`config.mk`:
```
export PLATFORM = sky130hd
export DESIGN_NAME = l1_fill_merge_buffer
export DESIGN_NICKNAME = d
export VERILOG_FILES = /design/src/rtl/l1_fill_merge_buffer.sv
export SDC_FILE = /design/constraint.sdc
export NUM_CORES = 1
export LEC_CHECK = 0
export ABC_AREA = 1
export ABC_CLOCK_PERIOD_IN_PS = 4800
export BUFFER_PORTS_ARGS = -buffer_cell sky130_fd_sc_hd__clkbuf_2
export CORE_MARGIN = 4
export CORE_UTILIZATION = 54
export DETAILED_ROUTE_END_ITERATION = 7
export HOLD_SLACK_MARGIN = 0.06
export PLACE_DENSITY = 0.88
export RECOVER_POWER = 50
export SYNTH_ARGS = -nofsm -noshare
export SYNTH_HDL_FRONTEND = slang
export SYNTH_SLANG_ARGS = --single-unit
```
`constraint.sdc`:
```
create_clock -name clk -period 4.8 [get_ports clk]
set_input_delay 0.24 -clock clk [delete_from_list [all_inputs] [get_ports clk]]
set_output_delay 0.24 -clock clk [all_outputs]
set_load 0.05 [all_outputs]
```
`src/rtl/l1_fill_merge_buffer.sv`:
```
// rtl/l1_fill_merge_buffer.sv - single-entry L1 write-miss buffer with per-byte fill merge
// Captures masked word writes to one missing line, requests an L2 fill, overlays captured bytes on the fill.

module l1_fill_merge_buffer #(
   parameter  int WORD_BITS      = 16,
   parameter  int WORDS_PER_LINE = 8,
   parameter  int LINE_ADDR_BITS = 12,
   localparam int BYTES_PER_WORD = WORD_BITS / 8,
   localparam int OFFSET_BITS    = $clog2(WORDS_PER_LINE),
   localparam int LINE_BITS      = WORD_BITS * WORDS_PER_LINE,
   localparam int LINE_BYTES     = LINE_BITS / 8
) (
   input  logic                      clk,
   input  logic                      reset,
   input  logic                      wr_valid,
   output logic                      wr_ready,
   input  logic [LINE_ADDR_BITS-1:0] wr_line_addr,
   input  logic [OFFSET_BITS-1:0]    wr_offset,
   input  logic [BYTES_PER_WORD-1:0] wr_wmask,
   input  logic [WORD_BITS-1:0]      wr_wdata,
   output logic                      fill_req,
   output logic [LINE_ADDR_BITS-1:0] fill_addr,
   input  logic                      fill_valid,
   input  logic [LINE_BITS-1:0]      fill_rdata,
   output logic                      line_valid,
   input  logic                      line_ready,
   output logic [LINE_ADDR_BITS-1:0] line_addr,
   output logic [LINE_BITS-1:0]      line_data,
   output logic                      busy
);

   localparam logic [1:0] IDLE    = 2'd0;
   localparam logic [1:0] COLLECT = 2'd1;
   localparam logic [1:0] MERGED  = 2'd2;

   logic [1:0]                state_q, state_d;
   logic [LINE_ADDR_BITS-1:0] addr_q, addr_d;
   logic [LINE_BITS-1:0]      data_q, data_d;
   logic [LINE_BYTES-1:0]     bmask_q, bmask_d;

   logic                      wr_fire;
   logic                      fill_fire;
   logic [LINE_BYTES-1:0]     wr_ben;
   logic [LINE_BITS-1:0]      wr_line;

   always_comb begin
      wr_ready = (state_q == IDLE) ||
                 ((state_q == COLLECT) && (wr_line_addr == addr_q));
   end

   assign wr_fire   = wr_valid && wr_ready;
   assign fill_fire = (state_q == COLLECT) && fill_valid;
   assign wr_line   = {WORDS_PER_LINE{wr_wdata}};

   // Expand the word-level write onto line byte lanes.
   always_comb begin
      wr_ben = '0;
      for (int w = 0; w < WORDS_PER_LINE; w++) begin
         for (int k = 0; k < BYTES_PER_WORD; k++) begin
            wr_ben[w*BYTES_PER_WORD + k] = wr_fire &&
               (wr_offset == OFFSET_BITS'(w)) && wr_wmask[k];
         end
      end
   end

   always_comb begin
      state_d = state_q;
      addr_d  = addr_q;
      data_d  = data_q;
      bmask_d = bmask_q;
      case (state_q)
         IDLE: begin
            if (wr_fire) begin
               addr_d  = wr_line_addr;
               state_d = COLLECT;
            end
         end
         COLLECT: begin
            if (fill_valid) state_d = MERGED;
         end
         MERGED: begin
            if (line_ready) begin
               bmask_d = '0;
               state_d = IDLE;
            end
         end
         default: state_d = IDLE;
      endcase
      // A same-cycle write beats fill data; fill only lands on bytes never written.
      for (int b = 0; b < LINE_BYTES; b++) begin
         if (wr_ben[b])
            data_d[8*b +: 8] = wr_line[8*b +: 8];
         else if (fill_fire && !bmask_q[b])
            data_d[8*b +: 8] = fill_rdata[8*b +: 8];
      end
      bmask_d = bmask_d | wr_ben;
   end

   always_ff @(posedge clk) begin
      if (reset) begin
         state_q <= IDLE;
         addr_q  <= '0;
         data_q  <= '0;
         bmask_q <= '0;
      end else begin
         state_q <= state_d;
         addr_q  <= addr_d;
         data_q  <= data_d;
         bmask_q <= bmask_d;
      end
   end

   assign fill_req   = (state_q == COLLECT);
   assign fill_addr  = addr_q;
   assign line_valid = (state_q == MERGED);
   assign line_addr  = addr_q;
   assign line_data  = data_q;
   assign busy       = (state_q != IDLE);

endmodule

```
Word-level counts from Yosys, hierarchy flattened
Cells that the tools add are included.
Word-level totals
  register bits after elaboration: 158
Cells by class
  equal/unequal tests: 13
  multiplexer cells: 38
  bitwise logic cells: 1
  reduce and logical (&&, ||, !) cells: 81
Operators with widths (count)
  $mux W8: 32
  $logic_and A1 B1 Y1: 43
  $reduce_bool A2 Y1: 17
  $mux W16: 2
  $logic_not A1 Y1: 16
  $or A16 B16 Y16: 1
  $eq A12 B12 Y1: 1
  $eq A3 B3 Y1 const B: 4
  $eq A3 B2 Y1 const B: 2
  $mux W2: 3
  $pmux W2 S3: 1
  $ne A2 B1 Y1 const B: 2
  $eq A3 B1 Y1 const B: 1
  $logic_not A3 Y1: 1
  $reduce_and A3 Y1: 1
  $eq A2 B1 Y1 const B: 1
  $eq A2 B2 Y1 const B: 1
  $logic_not A2 Y1: 1
  $ne A2 B2 Y1 const B: 1
  $reduce_and A2 Y1: 1
  $logic_or A1 B1 Y1: 1

Longest topological paths before layout
  depth in word-level cells: 7
  depth in mapped cells: 14
  mapped depth without buffers: 12

Least setup slack after synthesis
OpenSTA, ideal clock, no wires.
  path type: reg2reg
  start: register addr_q[5] (netlist: fill_addr[5])
  end: register data_q[103] (netlist: line_data[103])
  library setup time: 0.068 ns
  arrival: 2.042 ns
  required time: 4.732 ns
  path slack: 2.690 ns
  stages on the path, launching flop included: 15
  buffers on the path: 2
  period minus slack after synthesis: 2.110 ns
  cells stage by stage: dfxtp_1 > inv_1 > nand2_1 > nand2_1 > nor2_1 > nand2_1 > nor2_1 > nand2_4 > nand2_8 > buf_12 > nand4_4 > buf_6 > nand2_1 > nand2_1 > a21oi_2
Between the ends
  cells in the longest elaborated chain, start to end: 7
  elaborated cells between the ends (all ways): 8
  classes of those cells: eq/ne: 1; mux: 1; reduce/logical: 6
RTL lines
  start, declared: RTL line 37  | logic [LINE_ADDR_BITS-1:0] addr_q, addr_d;
  start signal, assigned: RTL line 107  | addr_q <= addr_d;
  $eq A12 B12 Y1 (*): RTL line 48  | ((state_q == COLLECT) && (wr_line_addr == addr_q));
  $logic_and A1 B1 Y1 (*): RTL line 48
  $logic_or A1 B1 Y1 (*): RTL line 47  | wr_ready = (state_q == IDLE) ||
  via wr_ready: RTL line 16  | output logic wr_ready,
  $logic_and A1 B1 Y1 (*): RTL line 51  | assign wr_fire = wr_valid && wr_ready;
  $logic_and A1 B1 Y1 (*): RTL line 60  | wr_ben[w*BYTES_PER_WORD + k] = wr_fire &&
  $logic_and A1 B1 Y1 (*): RTL line 61  | (wr_offset == OFFSET_BITS'(w)) && wr_wmask[k];
  $mux W8 or $reduce_bool A2 Y1 (tied branches)
  end signal, assigned: RTL line 108  | data_q <= data_d;
  end, declared: RTL line 38  | logic [LINE_BITS-1:0] data_q, data_d;
Mark *: on every way through the listed nets, which the timed path passes. The rest lies on a longest branch.
A chain may end at the register's enable or synchronous reset.

Final worst setup path
  start: register state_q[0]
  end: register data_q[61] (netlist: line_data[61])
Between the ends
  cells in the longest elaborated chain, start to end: 7
  elaborated cells between the ends (all ways): 11
  classes of those cells: eq/ne: 1; mux: 1; reduce/logical: 9
RTL lines
  start, declared: RTL line 36  | logic [1:0] state_q, state_d;
  start signal, assigned: RTL line 106  | state_q <= state_d;
  $eq A2 B1 Y1: RTL line 48, 52
  $logic_and A1 B1 Y1: RTL line 48
  $logic_or A1 B1 Y1: RTL line 47
  $logic_and A1 B1 Y1: RTL line 51
  $logic_and A1 B1 Y1: RTL line 60
  $logic_and A1 B1 Y1: RTL line 61
  $mux W8 or $reduce_bool A2 Y1 (tied branches)
Several ways; a longest one is shown, not always the timed one.

==> qor.tcl <==
set qor(area_overhead_of_the_layout_relative_to_synthesis_pct) 21.6
set qor(gp_congestion) 0.876
set qor(final-max-slew-violation-count) 0
set qor(critPathMaxFanout) 39
set qor(post_synth_main_area_contributors) {sky130_fd_sc_hd__dfxtp_1, sky130_fd_sc_hd__nand2_1, sky130_fd_sc_hd__nand4_1}
set qor(cpPeakStageDelay_ps) 780
set qor(yosys.area.top_type) {sky130_fd_sc_hd__dfxtp_1}
set qor(clock_tree.root_cell) {sky130_fd_sc_hd__clkbuf_16}
set qor(floorplan.core_area_um2) 15300
set qor(syn-instance-count) 1235
set qor(detail-route-antenna-nets) 0
set qor(peakVddDrop_mv) 0.251
set qor(start_util) 0.554
set qor(placed_cells) 1684
set qor(outcome) {completed}
set qor(cts_setup_buffers) 0
set qor(critical_path_class) {flop to flop}
set qor(dr_total_vias) 9989
set qor(comb_power_share) 0.220
set qor(rows) 45
set qor(critical_path_required_ps) 5080
set qor(leakage_nw) 4.51
set qor(post_synth_and_or_nand_nor_area_fraction) 0.434
set qor(floorplan.die.height_um) 133
set qor(seq_power_share) 0.399
set qor(global_route_wire_length_before_repair_mm) 47.0
set qor(cts_num_sinks) 158
set qor(report.final.setup_viol) 0
set qor(timing.final.crit_share) 0.600
set qor(grt.met3_usage) 0.0825
set qor(synth_compound_area_frac) 0.100
set qor(tritoncts) {done}
set qor(syn-mean-instance-area_um2) 6.84
set qor(setup_tns_ps) 0
set qor(syn_nets) 1401
set qor(finalHoldViolations) 0
set qor(number_of_distinct_library_cell_variants_in_the_gate_level_netlist_after_synthesis) 25
set qor(grt_use_met1) 0.425
set qor(n_fill_cell) 1419
set qor(grt_antenna_before_repair) 0
set qor(post-route-util) 0.673
set qor(synth_fa_ha_area_frac) 0
set qor(totalPowerFinal_mw) 3.57
set qor(crit_arrival_ps) 3170
set qor(grt_max_degree) 62
set qor(synth-seq-cells) 158
set qor(portBuffers) 321
set qor(share_clk_of_total_power) 0.381
set qor(drc) 0
set qor(grt_pass1_vias) 8864
set qor(slew_headroom) 0.126
set qor(final_cell_area_um2) 10300
set qor(diode_insertion_count_for_antenna_repair) 0
set qor(clk_pin_slew_worst_paths_ps) 60
set qor(maxClockFrequency_mhz) 347
set qor(worst_path_max_delay_cell) {sky130_fd_sc_hd__a21oi_4}
set qor(routed_via_density) 5.83
set qor(hp-class) {input port to flop}
set qor(crit_path_frequent_cell) {sky130_fd_sc_hd__nand2_1}
set qor(design.die.area_um2) 17700
set qor(power_density_nw_per_um2) 348
set qor(rsz0062_at_grt) {no}
set qor(crit_path_start_kind) {flop}
set qor(postCtsResizedCells) 0
set qor(cts-buffers-inserted) 17
set qor(register_area_share_after_synthesis) 0.374
set qor(layout-drive-gt1-share) 0.164
set qor(finalCriticalPeriod_ps) 2880
set qor(gr-total-overflow) 0
set qor(synth_xor_xnor_area_share) 0.00207
set qor(gr_usage_total) 0.330
set qor(wl_per_cell_um) 18.1
set qor(chipWidth_um) 133
set qor(place_area_um2) 9900
set qor(instances_no_fill) 1713
set qor(firstDrtPassIters) 5
set qor(timing_worst_slew_pin_value_ps) 1310
set qor(insertion_delay_of_the_later_clocked_pin_in_the_worst_skew_pair_ps) 420
set qor(yosysWarningCount) 0
set qor(p_sw_frac) 0.332
set qor(cell_internal_pwr_mw) 2.39
set qor(clockBufferDepth) 2
set qor(drt-initial-drc-count) 1210
set qor(cap_violations) 0
set qor(finalWirelength_mm) 31.0
set qor(nNetsFinal) 1659
set qor(cp-end-kind) {flop}
set qor(synthesized_area_um2) 8450
set qor(ctsHtreeMaxLevel) 4
set qor(hold_buffers) 1
set qor(gr-max-usage-layer) {met2}
set qor(io_pins) 322
set qor(crit_path_cell_trace) {inv_2, nor2_1, nand2_1, nor2_2, nand2_2, nor2_4, nand2_4, a21oi_4, buf_4, nand4_1, nand2_1, a21oi_1}
set qor(synth_top_family_by_area) {simple AND/OR/NAND/NOR gates}
set qor(p_sw_mw) 1.18
set qor(met2_usage) 0.514
set qor(synth_top_area_frac) 0.374
set qor(worst_clock_skew_ps) 9.76
set qor(post_synth_mux_area_share) 0
set qor(hpwl_after_dpl_mm) 20.7
[area by class of cell]
cell class                 count  area (um2)  share of cell area
tap                          211         264              0.0257
sequential                   158        3160               0.308
clock inverter                 7         115              0.0112
timing repair buffer         333        1520               0.148
inverter                      61         229              0.0223
multi-input combinational    922        4520               0.440
clock buffer                  21         460              0.0448
[layer usage]
layer	vias up	wire, um
li1	4697	-
met1	4489	11800
met2	686	14300
met3	117	3570
met4	0	1380
met5	-	0
[worst paths after layout]
path	start	end	slack, ps	cells after the start
worst max-delay path	state_q[0]	line_data[61]	1920	12
worst min-delay path	wr_line_addr[1]	fill_addr[1]	80	3
worst max register to register	state_q[0]	line_data[61]	1920	12
worst min register to register	bmask_q[15]	bmask_q[15]	470	2
[placed cells by master (no fill, tap or decap), types with 3 or more instances in the layout]
cell,netlist,layout
sky130_fd_sc_hd__dfxtp_1,158,158
sky130_fd_sc_hd__bufinv_16,0,3
sky130_fd_sc_hd__a21oi_2,8,8
sky130_fd_sc_hd__buf_4,16,11
sky130_fd_sc_hd__nor2_1,35,36
sky130_fd_sc_hd__inv_1,55,55
sky130_fd_sc_hd__nor3_2,6,6
sky130_fd_sc_hd__clkbuf_16,0,17
sky130_fd_sc_hd__nand4_1,128,129
sky130_fd_sc_hd__clkbuf_1,45,157
sky130_fd_sc_hd__inv_2,6,6
sky130_fd_sc_hd__a21oi_1,142,141
sky130_fd_sc_hd__clkbuf_2,0,163
sky130_fd_sc_hd__nand3_1,129,129
sky130_fd_sc_hd__a211oi_1,9,9
sky130_fd_sc_hd__nand4_4,9,8
sky130_fd_sc_hd__nand4_2,7,7
sky130_fd_sc_hd__nand2_1,439,439
[registers in the layout, indices dropped and copies added (netlist names)]
register	count
state_q	2
fill_addr	12
line_data	128
bmask_q	16
[critical path: cells and delay by family, from the launching register on]
kind            cells  cell delay (ps)
simple gates        8             1030
flops               1              360
compound gates      2              840
buf+inv             2              500
[metrics by stage]
step                      worst slack [ps]  hold WS [ps]
after global placement                2080           452
after detailed placement              2070           456
final                                 1920          75.3
after floorplan                       2690           378
after CTS                             2080          63.5
after global routing                  1700          75.1
[kinds of logic after synthesis]
group                  Yosys count
flip-flops                     158
AND/OR/NAND/NOR                761
XOR/XNOR                         2
buffers and inverters          155
AO/OA/AOI/OAI                  159
[power by group through the flow]
stage          combinational [mW]  sequential, mW  clock (mW)
6_report                    0.785            1.43        1.36
5_1_grt                     0.833            1.43        1.42
4_1_cts                     0.796            1.43        1.37
3_5_place_dp                0.793            1.45           0
3_3_place_gp                0.786            1.45           0
2_1_floorplan               0.355            1.66           0
[cells in the mapped netlist]
master,n
sky130_fd_sc_hd__a211oi_1,9
sky130_fd_sc_hd__a21oi_1,142
sky130_fd_sc_hd__nand2_1,439
sky130_fd_sc_hd__buf_6,9
sky130_fd_sc_hd__nand3_1,129
sky130_fd_sc_hd__nand2_2,1
sky130_fd_sc_hd__nor3_2,6
sky130_fd_sc_hd__inv_1,55
sky130_fd_sc_hd__nor2_2,1
sky130_fd_sc_hd__nand4_1,128
sky130_fd_sc_hd__clkbuf_1,45
sky130_fd_sc_hd__nor2_1,35
sky130_fd_sc_hd__buf_4,16
sky130_fd_sc_hd__buf_12,1
sky130_fd_sc_hd__dfxtp_1,158
sky130_fd_sc_hd__nor2_4,2
sky130_fd_sc_hd__nand2_4,1
sky130_fd_sc_hd__buf_2,23
sky130_fd_sc_hd__nand2_8,1
sky130_fd_sc_hd__nand4_4,9
sky130_fd_sc_hd__nor3_4,2
sky130_fd_sc_hd__a21oi_2,8
sky130_fd_sc_hd__inv_2,6
sky130_fd_sc_hd__xnor2_1,2
sky130_fd_sc_hd__nand4_2,7
Power figures use the tool's default switching activity.
